===== config.mk =====
export PLATFORM = sky130hd
export DESIGN_NAME = textlcd_rx_flat
export DESIGN_NICKNAME = d
export VERILOG_FILES = /design/src/rtl/textlcd_rx_if.sv /design/src/rtl/textlcd_rx.sv /design/src/flat_wrapper.sv
export SDC_FILE = /design/constraint.sdc
export NUM_CORES = 1
export LEC_CHECK = 0
export CELL_PAD_IN_SITES_DETAIL_PLACEMENT = 1
export CELL_PAD_IN_SITES_GLOBAL_PLACEMENT = 1
export CORE_UTILIZATION = 23
export CTS_CLUSTER_SIZE = 30
export DETAILED_ROUTE_END_ITERATION = 6
export HOLD_SLACK_MARGIN = 0.1
export PLACE_DENSITY = 0.46
export SLEW_MARGIN = 20
export SYNTH_ARGS = -nofsm -noshare
export SYNTH_HDL_FRONTEND = slang
export SYNTH_SLANG_ARGS = --single-unit

===== constraint.sdc =====
create_clock -name clk -period 7.8 [get_ports clk]
set_clock_uncertainty 0.05 [all_clocks]
set_input_delay 1.17 -clock clk [delete_from_list [all_inputs] [get_ports clk]]
set_output_delay 1.17 -clock clk [all_outputs]
set_load 0.005 [all_outputs]

===== src/rtl/textlcd_rx_if.sv =====
// HD44780-style 8-bit text-LCD bus: E/RS/RW/DATA from the writer, read-back data to it.
interface textlcd_rx_if;
  logic       lcd_e;
  logic       lcd_rs;
  logic       lcd_rw;
  logic [7:0] lcd_data_in;
  logic [7:0] lcd_data_out;
  logic       lcd_data_oe;

  modport master (
    output lcd_e, lcd_rs, lcd_rw, lcd_data_in,
    input  lcd_data_out, lcd_data_oe
  );

  modport slave (
    input  lcd_e, lcd_rs, lcd_rw, lcd_data_in,
    output lcd_data_out, lcd_data_oe
  );
endinterface


===== src/rtl/textlcd_rx.sv =====
// Responder end of a text-LCD bus: samples E-fall transactions, decodes instructions,
// mirrors the 2x16 character buffer and answers read cycles.
module textlcd_rx #(
  parameter int BUSY_CYC = 4,
  parameter int CLR_CYC  = 40
) (
  input  logic        clk,
  input  logic        resetn,
  textlcd_rx_if.slave bus,
  input  logic [4:0]  rd_addr,
  output logic [7:0]  rd_char,
  output logic [6:0]  addr_cnt,
  output logic        disp_on,
  output logic        cursor_on,
  output logic        blink_on,
  output logic        two_line,
  output logic        busy,
  output logic        cmd_strobe,
  output logic        data_strobe,
  output logic        overrun
);
  localparam int         CNT_W = $clog2(CLR_CYC + 1);
  localparam logic [7:0] SPACE = 8'h20;

  typedef enum logic {ST_IDLE, ST_CLEAR} state_t;

  function automatic logic [6:0] ac_step(input logic [6:0] ac, input logic up);
    if (up) begin
      if (ac == 7'h27) return 7'h40;
      if (ac == 7'h67) return 7'h00;
      return ac + 7'd1;
    end
    if (ac == 7'h00) return 7'h67;
    if (ac == 7'h40) return 7'h27;
    return ac - 7'd1;
  endfunction

  function automatic logic ac_mapped(input logic [6:0] ac);
    return (ac[6:4] == 3'b000) || (ac[6:4] == 3'b100);
  endfunction

  // 0x00-0x0F -> 0-15, 0x40-0x4F -> 16-31
  function automatic logic [4:0] ac_index(input logic [6:0] ac);
    return {ac[6], ac[3:0]};
  endfunction

  logic [10:0]      sync_p0, sync_p1, word_p2;
  logic             e_p1, rs_p1, rw_p1;
  logic             vld_p2, rs_p2, rw_p2;
  logic [7:0]       d_p2;
  logic [CNT_W-1:0] busy_cnt;
  logic [6:0]       ac;
  logic             inc;
  logic [7:0]       mem [32];
  logic [7:0]       rd_val;
  state_t           state_q, state_d;
  logic [4:0]       clr_idx;
  logic             fill_we;
  logic             wr_p2, can_accept, accept, cmd_acc, dat_acc, rd_dat_p2;
  logic             clr_start, home;

  // Stage p0/p1: E, RS, RW and data share one synchronizer so the word stays aligned with E
  always_ff @(posedge clk or negedge resetn) begin
    if (!resetn) begin
      sync_p0 <= '0;
      sync_p1 <= '0;
      word_p2 <= '0;
    end else begin
      sync_p0 <= {bus.lcd_e, bus.lcd_rs, bus.lcd_rw, bus.lcd_data_in};
      sync_p1 <= sync_p0;
      word_p2 <= sync_p1;
    end
  end

  assign e_p1  = sync_p1[10];
  assign rs_p1 = sync_p1[9];
  assign rw_p1 = sync_p1[8];

  // Stage p2: word_p2 holds the last word seen with E high; vld marks the E fall
  assign vld_p2 = word_p2[10] & ~e_p1;
  assign rs_p2  = word_p2[9];
  assign rw_p2  = word_p2[8];
  assign d_p2   = word_p2[7:0];

  // A counter on its final busy clock still lets the transaction in
  assign wr_p2      = vld_p2 & ~rw_p2;
  assign can_accept = (busy_cnt <= CNT_W'(1));
  assign accept     = wr_p2 & can_accept;
  assign cmd_acc    = accept & ~rs_p2;
  assign dat_acc    = accept & rs_p2;
  assign rd_dat_p2  = vld_p2 & rw_p2 & rs_p2;
  assign clr_start  = cmd_acc & (d_p2 == 8'h01);
  assign home       = cmd_acc & (d_p2[7:1] == 7'b0000001);

  always_ff @(posedge clk or negedge resetn) begin
    if (!resetn) begin
      ac          <= '0;
      inc         <= 1'b1;
      disp_on     <= 1'b0;
      cursor_on   <= 1'b0;
      blink_on    <= 1'b0;
      two_line    <= 1'b0;
      busy_cnt    <= '0;
      cmd_strobe  <= 1'b0;
      data_strobe <= 1'b0;
      overrun     <= 1'b0;
    end else begin
      cmd_strobe  <= cmd_acc;
      data_strobe <= dat_acc;
      if (wr_p2 && !can_accept) overrun <= 1'b1;
      if (accept)
        busy_cnt <= (clr_start || home) ? CNT_W'(CLR_CYC) : CNT_W'(BUSY_CYC);
      else if (busy_cnt != '0)
        busy_cnt <= busy_cnt - CNT_W'(1);
      if (dat_acc || rd_dat_p2) ac <= ac_step(ac, inc);
      if (cmd_acc) begin
        casez (d_p2)
          8'b1???????: ac <= d_p2[6:0];
          8'b01??????: ;
          8'b001?????: two_line <= d_p2[3];
          8'b0001????: if (!d_p2[3]) ac <= ac_step(ac, d_p2[2]);
          8'b00001???: begin
            disp_on   <= d_p2[2];
            cursor_on <= d_p2[1];
            blink_on  <= d_p2[0];
          end
          8'b000001??: inc <= d_p2[1];
          8'b0000001?: ac <= '0;
          8'b00000001: begin
            ac  <= '0;
            inc <= 1'b1;
          end
          default: ;
        endcase
      end
    end
  end

  // Clear sequencer: sweeps the buffer one location per clock
  always_ff @(posedge clk or negedge resetn) begin
    if (!resetn) begin
      state_q <= ST_IDLE;
      clr_idx <= '0;
    end else begin
      state_q <= state_d;
      clr_idx <= (state_q == ST_CLEAR) ? clr_idx + 5'd1 : 5'd0;
    end
  end

  always_comb begin
    state_d = state_q;
    case (state_q)
      ST_IDLE:  if (clr_start) state_d = ST_CLEAR;
      ST_CLEAR: if (clr_idx == 5'd31) state_d = ST_IDLE;
      default:  state_d = ST_IDLE;
    endcase
  end

  always_comb begin
    fill_we = (state_q == ST_CLEAR);
  end

  always_ff @(posedge clk or negedge resetn) begin
    if (!resetn) begin
      for (int i = 0; i < 32; i++) mem[i] <= SPACE;
    end else begin
      if (fill_we) mem[clr_idx] <= SPACE;
      if (dat_acc && ac_mapped(ac)) mem[ac_index(ac)] <= d_p2;
    end
  end

  always_comb begin
    rd_val = {busy, ac};
    if (rs_p1) rd_val = ac_mapped(ac) ? mem[ac_index(ac)] : SPACE;
  end

  // Read-back stage: driven only while the synced E is high on a read cycle
  always_ff @(posedge clk or negedge resetn) begin
    if (!resetn) begin
      bus.lcd_data_oe  <= 1'b0;
      bus.lcd_data_out <= '0;
    end else begin
      bus.lcd_data_oe  <= e_p1 & rw_p1;
      bus.lcd_data_out <= (e_p1 & rw_p1) ? rd_val : 8'h00;
    end
  end

  assign busy     = (busy_cnt != '0);
  assign addr_cnt = ac;
  assign rd_char  = mem[rd_addr];
endmodule


===== src/flat_wrapper.sv =====
// flat-port wrapper written by rule: the top's interface ports become plain ports
module textlcd_rx_flat 
#(
  parameter int BUSY_CYC = 4,
  parameter int CLR_CYC  = 40
)
  (clk, resetn, rd_addr, rd_char, addr_cnt, disp_on, cursor_on, blink_on, two_line, busy, cmd_strobe, data_strobe, overrun, bus_lcd_e, bus_lcd_rs, bus_lcd_rw, bus_lcd_data_in, bus_lcd_data_out, bus_lcd_data_oe);
  textlcd_rx_if bus_i ();
  input  logic clk;
  input  logic resetn;
  input  logic [4:0] rd_addr;
  output logic [7:0] rd_char;
  output logic [6:0] addr_cnt;
  output logic disp_on;
  output logic cursor_on;
  output logic blink_on;
  output logic two_line;
  output logic busy;
  output logic cmd_strobe;
  output logic data_strobe;
  output logic overrun;
  input wire logic [$bits(bus_i.lcd_e)-1:0] bus_lcd_e;
  input wire logic [$bits(bus_i.lcd_rs)-1:0] bus_lcd_rs;
  input wire logic [$bits(bus_i.lcd_rw)-1:0] bus_lcd_rw;
  input wire logic [$bits(bus_i.lcd_data_in)-1:0] bus_lcd_data_in;
  output wire logic [$bits(bus_i.lcd_data_out)-1:0] bus_lcd_data_out;
  output wire logic [$bits(bus_i.lcd_data_oe)-1:0] bus_lcd_data_oe;
  assign bus_i.lcd_e = bus_lcd_e;
  assign bus_i.lcd_rs = bus_lcd_rs;
  assign bus_i.lcd_rw = bus_lcd_rw;
  assign bus_i.lcd_data_in = bus_lcd_data_in;
  assign bus_lcd_data_out = bus_i.lcd_data_out;
  assign bus_lcd_data_oe = bus_i.lcd_data_oe;
  textlcd_rx #(.BUSY_CYC(BUSY_CYC), .CLR_CYC(CLR_CYC)) u_core (.clk(clk), .resetn(resetn), .bus(bus_i), .rd_addr(rd_addr), .rd_char(rd_char), .addr_cnt(addr_cnt), .disp_on(disp_on), .cursor_on(cursor_on), .blink_on(blink_on), .two_line(two_line), .busy(busy), .cmd_strobe(cmd_strobe), .data_strobe(data_strobe), .overrun(overrun));
endmodule

==> results.sh <==
export IMPL_async_flop_share=1.00
export IMPL_p_clk_frac=0.398
export IMPL_end_kind="output pin"
export IMPL_p_sw_frac=0.322
export IMPL_io_pins=50
export IMPL_max_vdd_ir_drop_uv=134
export IMPL_grtUsageTotal=0.173
export IMPL_final_hold_viol_count=0
export IMPL_p_per_area_mw_per_mm2=246
export IMPL_chipWidth_um=279
export IMPL_syn_nets=1553
export IMPL_diodes=0
export IMPL_grt_ovfl_total=0
export IMPL_period_share=0.694
export IMPL_cpMaxStageDelayCell="buf_2"
export IMPL_syn_inst=1523
export IMPL_combPwrFrac=0.211
export IMPL_worst_ep_arrival_time_ns=4.20
export IMPL_ys_types=65
export IMPL_clk_pin_slew_ns=0.06
export IMPL_critical_path_depth=6
export IMPL_synth_edff_count=0
export IMPL_avgSynthCellArea_um2=11.6
export IMPL_crit_start="rd_addr[1]"
export IMPL_rrSetupSlack_ns=3.98
export IMPL_cpMostUsedCell="mux4_2"
export IMPL_crit_fanout=38
export IMPL_fin_ws_ns=2.38
export IMPL_internal_power_uw=3340
export IMPL_crit_path_start_kind="input port"
export IMPL_nets=1536
export IMPL_final_common_cell="dfrtp_1"
export IMPL_cp_endpoint="rd_char[0]"
export IMPL_switchingPower_uw=1590
export IMPL_cts_setup_buffers=0
export IMPL_drc=0
export IMPL_cts_root_buffer="clkbuf_16"
export IMPL_p_leak_uw=0.00770
export IMPL_hold_buffers=0
export IMPL_ys_warnings_count=0
export IMPL_grt_max_degree=166
export IMPL_r2r_start="u_core.addr_cnt[0]"
export IMPL_worst_r2r_path_depth=5
export IMPL_wl_per_cell_um=26.3
export IMPL_num_rows=101
export IMPL_grt_pass1_vias=13711
export IMPL_syn_area_mm2=0.0176
export IMPL_mostFrequentLayoutCells="dfrtp_1, nand3_1, o21ai_0"
export IMPL_preCtsSetupSlack_ns=2.31
export IMPL_ys_ff_latch=325
export IMPL_drtPass1Iterations=5
export IMPL_nFillCells=8394
export IMPL_drive_gt1_frac=0.212
export IMPL_seqPwrFrac=0.392
export IMPL_antenna_found_initial=0
export IMPL_slew_violations=0
export IMPL_crit_type="in2out"
export IMPL_cts_tree="built"
export IMPL_timing_setup_tns_ns=0
export IMPL_postRouteAntennaNets=0
export IMPL_cts_sinks=325
export IMPL_clk_path_buf_depth=3
export IMPL_clk_latency_ns=0.58
export IMPL_cts_resized=0
export IMPL_viasPerCell=5.19
export IMPL_core_area_mm2=0.0758
export IMPL_clock_fmax_mhz=185
export IMPL_die_height_um=279
export IMPL_synth_main_ff_cell="dfrtp_1"
export IMPL_dieArea_mm2=0.0777
export IMPL_worstHoldPathCells=0
export IMPL_drt_total_wl_mm=66.2
export IMPL_setup_violations=0
export IMPL_cp_slowest_stage_delay_ns=0.76
export IMPL_status="complete, no violations"
export IMPL_critPathTopFamily="buffers and inverters"
export IMPL_worstReg2RegEnd="u_core.bus.lcd_data_out[0]"
export IMPL_crit_chain="buf_2, buf_4, mux4_2, mux4_2, mux2_2, clkdlybuf4s50_1"
export IMPL_hp_class="reg2reg"
export IMPL_routabilityCongestion=0.827
export IMPL_drv_cap=0
export IMPL_area_growth_syn_to_layout_pct=14.0
export IMPL_tightest_slew_ns=1.17
export IMPL_relSlewSlack=0.215
export IMPL_critPathBufInv=3
export IMPL_via_count=13050
export IMPL_cts_max_level=2
export IMPL_hpwl_mm=46.6
export IMPL_post_route_min_period_ns=5.42
export IMPL_grt_pass1_wl_mm=99.3
export IMPL_rsz0062_at_grt="no"
export IMPL_required_ns=6.58
export IMPL_initial_core_util=0.232
export IMPL_drtIter0Drc=1071
export IMPL_seq_area_frac_synth=0.464
export IMPL_port_buffers=49
export IMPL_cts_buffers_inserted=41
==> how the worst min path moves through the flow <==
stage	start	to
final	u_core.sync_p1[6]	u_core.word_p2[6]
after global routing	u_core.sync_p1[1]	u_core.word_p2[1]
after CTS	u_core.sync_p0[6]	u_core.sync_p1[6]
after detailed placement	u_core.sync_p0[6]	u_core.sync_p1[6]
after global placement	u_core.sync_p0[0]	u_core.sync_p1[0]
after floorplan	u_core.sync_p0[0]	u_core.sync_p1[0]
==> worst reg2reg max path: stages (launching register included) <==
cell	delay [ns]
dfrtp_4	0.91
buf_4	0.78
mux4_2	0.67
mux4_2	0.48
o21ai_0	0.55
nand2_1	0.21
==> final cells by class <==
| type | count | area [um2] | area share |
|---|---|---|---|
| inverters | 22 | 82.6 | 0.00411 |
| clock inverters | 14 | 176 | 0.00879 |
| repair buffers | 73 | 681 | 0.0339 |
| clock buffers | 59 | 1180 | 0.0586 |
| flip-flops and latches | 325 | 8180 | 0.408 |
| well taps | 978 | 1220 | 0.0610 |
| multi-input cells | 1043 | 8550 | 0.426 |
==> power by group through the flow <==
stage                     sequential [uW]  clock [uW]  combinational (uW)
after floorplan                      1860           0                 735
after detailed placement             1960           0                1050
after global routing                 1950        2080                1120
after CTS                            1930        2030                1050
after global placement               1960           0                1040
final                                1930        1960                1040
==> metrics by stage <==
stage                      util  hold slack [ns]  instances  power (uW)  instance area (um2)
final                     0.265            0.298       2514        4930                20100
after global routing      0.265            0.305       2514        5150                20100
after CTS                 0.265            0.299       2514        5020                20100
after global placement    0.247            0.283       2441        3000                18700
after detailed placement  0.247            0.286       2441        3010                18700
after floorplan               -            0.281       1523        2600                17600
==> synthesized netlist by cell type (2+ instances only) <==
library cell | instances | area [um2]
nand3_1 | 240 | 1200
and2_1 | 11 | 68.8
nor3b_1 | 4 | 30.0
clkbuf_1 | 51 | 191
o21a_1 | 3 | 22.5
buf_2 | 27 | 135
dfrtp_1 | 292 | 7310
xnor2_1 | 8 | 70.1
mux2_2 | 14 | 158
and4_1 | 2 | 17.5
and3_1 | 10 | 62.6
dfstp_2 | 33 | 867
buf_4 | 13 | 97.6
inv_1 | 21 | 78.8
nand2_1 | 81 | 304
mux2i_1 | 8 | 80.1
nand4_1 | 2 | 12.5
o22ai_1 | 9 | 56.3
a211oi_1 | 11 | 82.6
xor2_1 | 8 | 70.1
o21ai_1 | 21 | 105
mux4_2 | 148 | 3330
o211ai_1 | 3 | 22.5
ha_1 | 12 | 150
a21o_1 | 2 | 15.0
nand3_4 | 30 | 526
buf_6 | 23 | 259
a22oi_1 | 5 | 37.5
nor3_1 | 9 | 45.0
nand3b_1 | 4 | 30.0
buf_1 | 16 | 60.1
nand2b_1 | 5 | 31.3
buf_12 | 3 | 60.1
a31oi_1 | 8 | 50.1
a2111oi_0 | 2 | 17.5
nor2b_1 | 2 | 12.5
o21ai_0 | 221 | 1110
a21oi_1 | 76 | 380
and3b_1 | 2 | 17.5
nor2_1 | 58 | 218
==> sequential cells by signal, summed over array words and instances (netlist names) <==
| name | cells |
|---|---|
| u_core.two_line | 1 |
| u_core.disp_on | 1 |
| u_core.blink_on | 1 |
| u_core.sync_p1 | 11 |
| u_core.bus.lcd_data_oe | 1 |
| u_core.fill_we | 1 |
| u_core.cursor_on | 1 |
| u_core.clr_idx | 5 |
| u_core.cmd_strobe | 1 |
| u_core.sync_p0 | 11 |
| u_core.data_strobe | 1 |
| u_core.overrun | 1 |
| u_core.inc | 1 |
| u_core.addr_cnt | 7 |
| u_core.bus.lcd_data_out | 8 |
| u_core.mem | 256 |
| u_core.word_p2 | 11 |
| u_core.busy_cnt | 6 |
==> routing by layer <==
metal  vias to the layer above  part of all wire  track usage
li1                       5705                 -            -
met1                      6941              0.45        0.233
met2                       298              0.48        0.287
met3                       106             0.032       0.0200
met4                         0             0.033       0.0623
met5                         -                 0            0
==> kinds of logic after synthesis <==
family,after synthesis,share of synthesized area
fa+ha+maj,12,0.00853
buf+inv,155,0.0503
simple gates,468,0.150
compound gates,377,0.116
flops,325,0.464
mux,170,0.203
xor+xnor,16,0.00796
No activity file was read; power rests on OpenSTA's default activity.
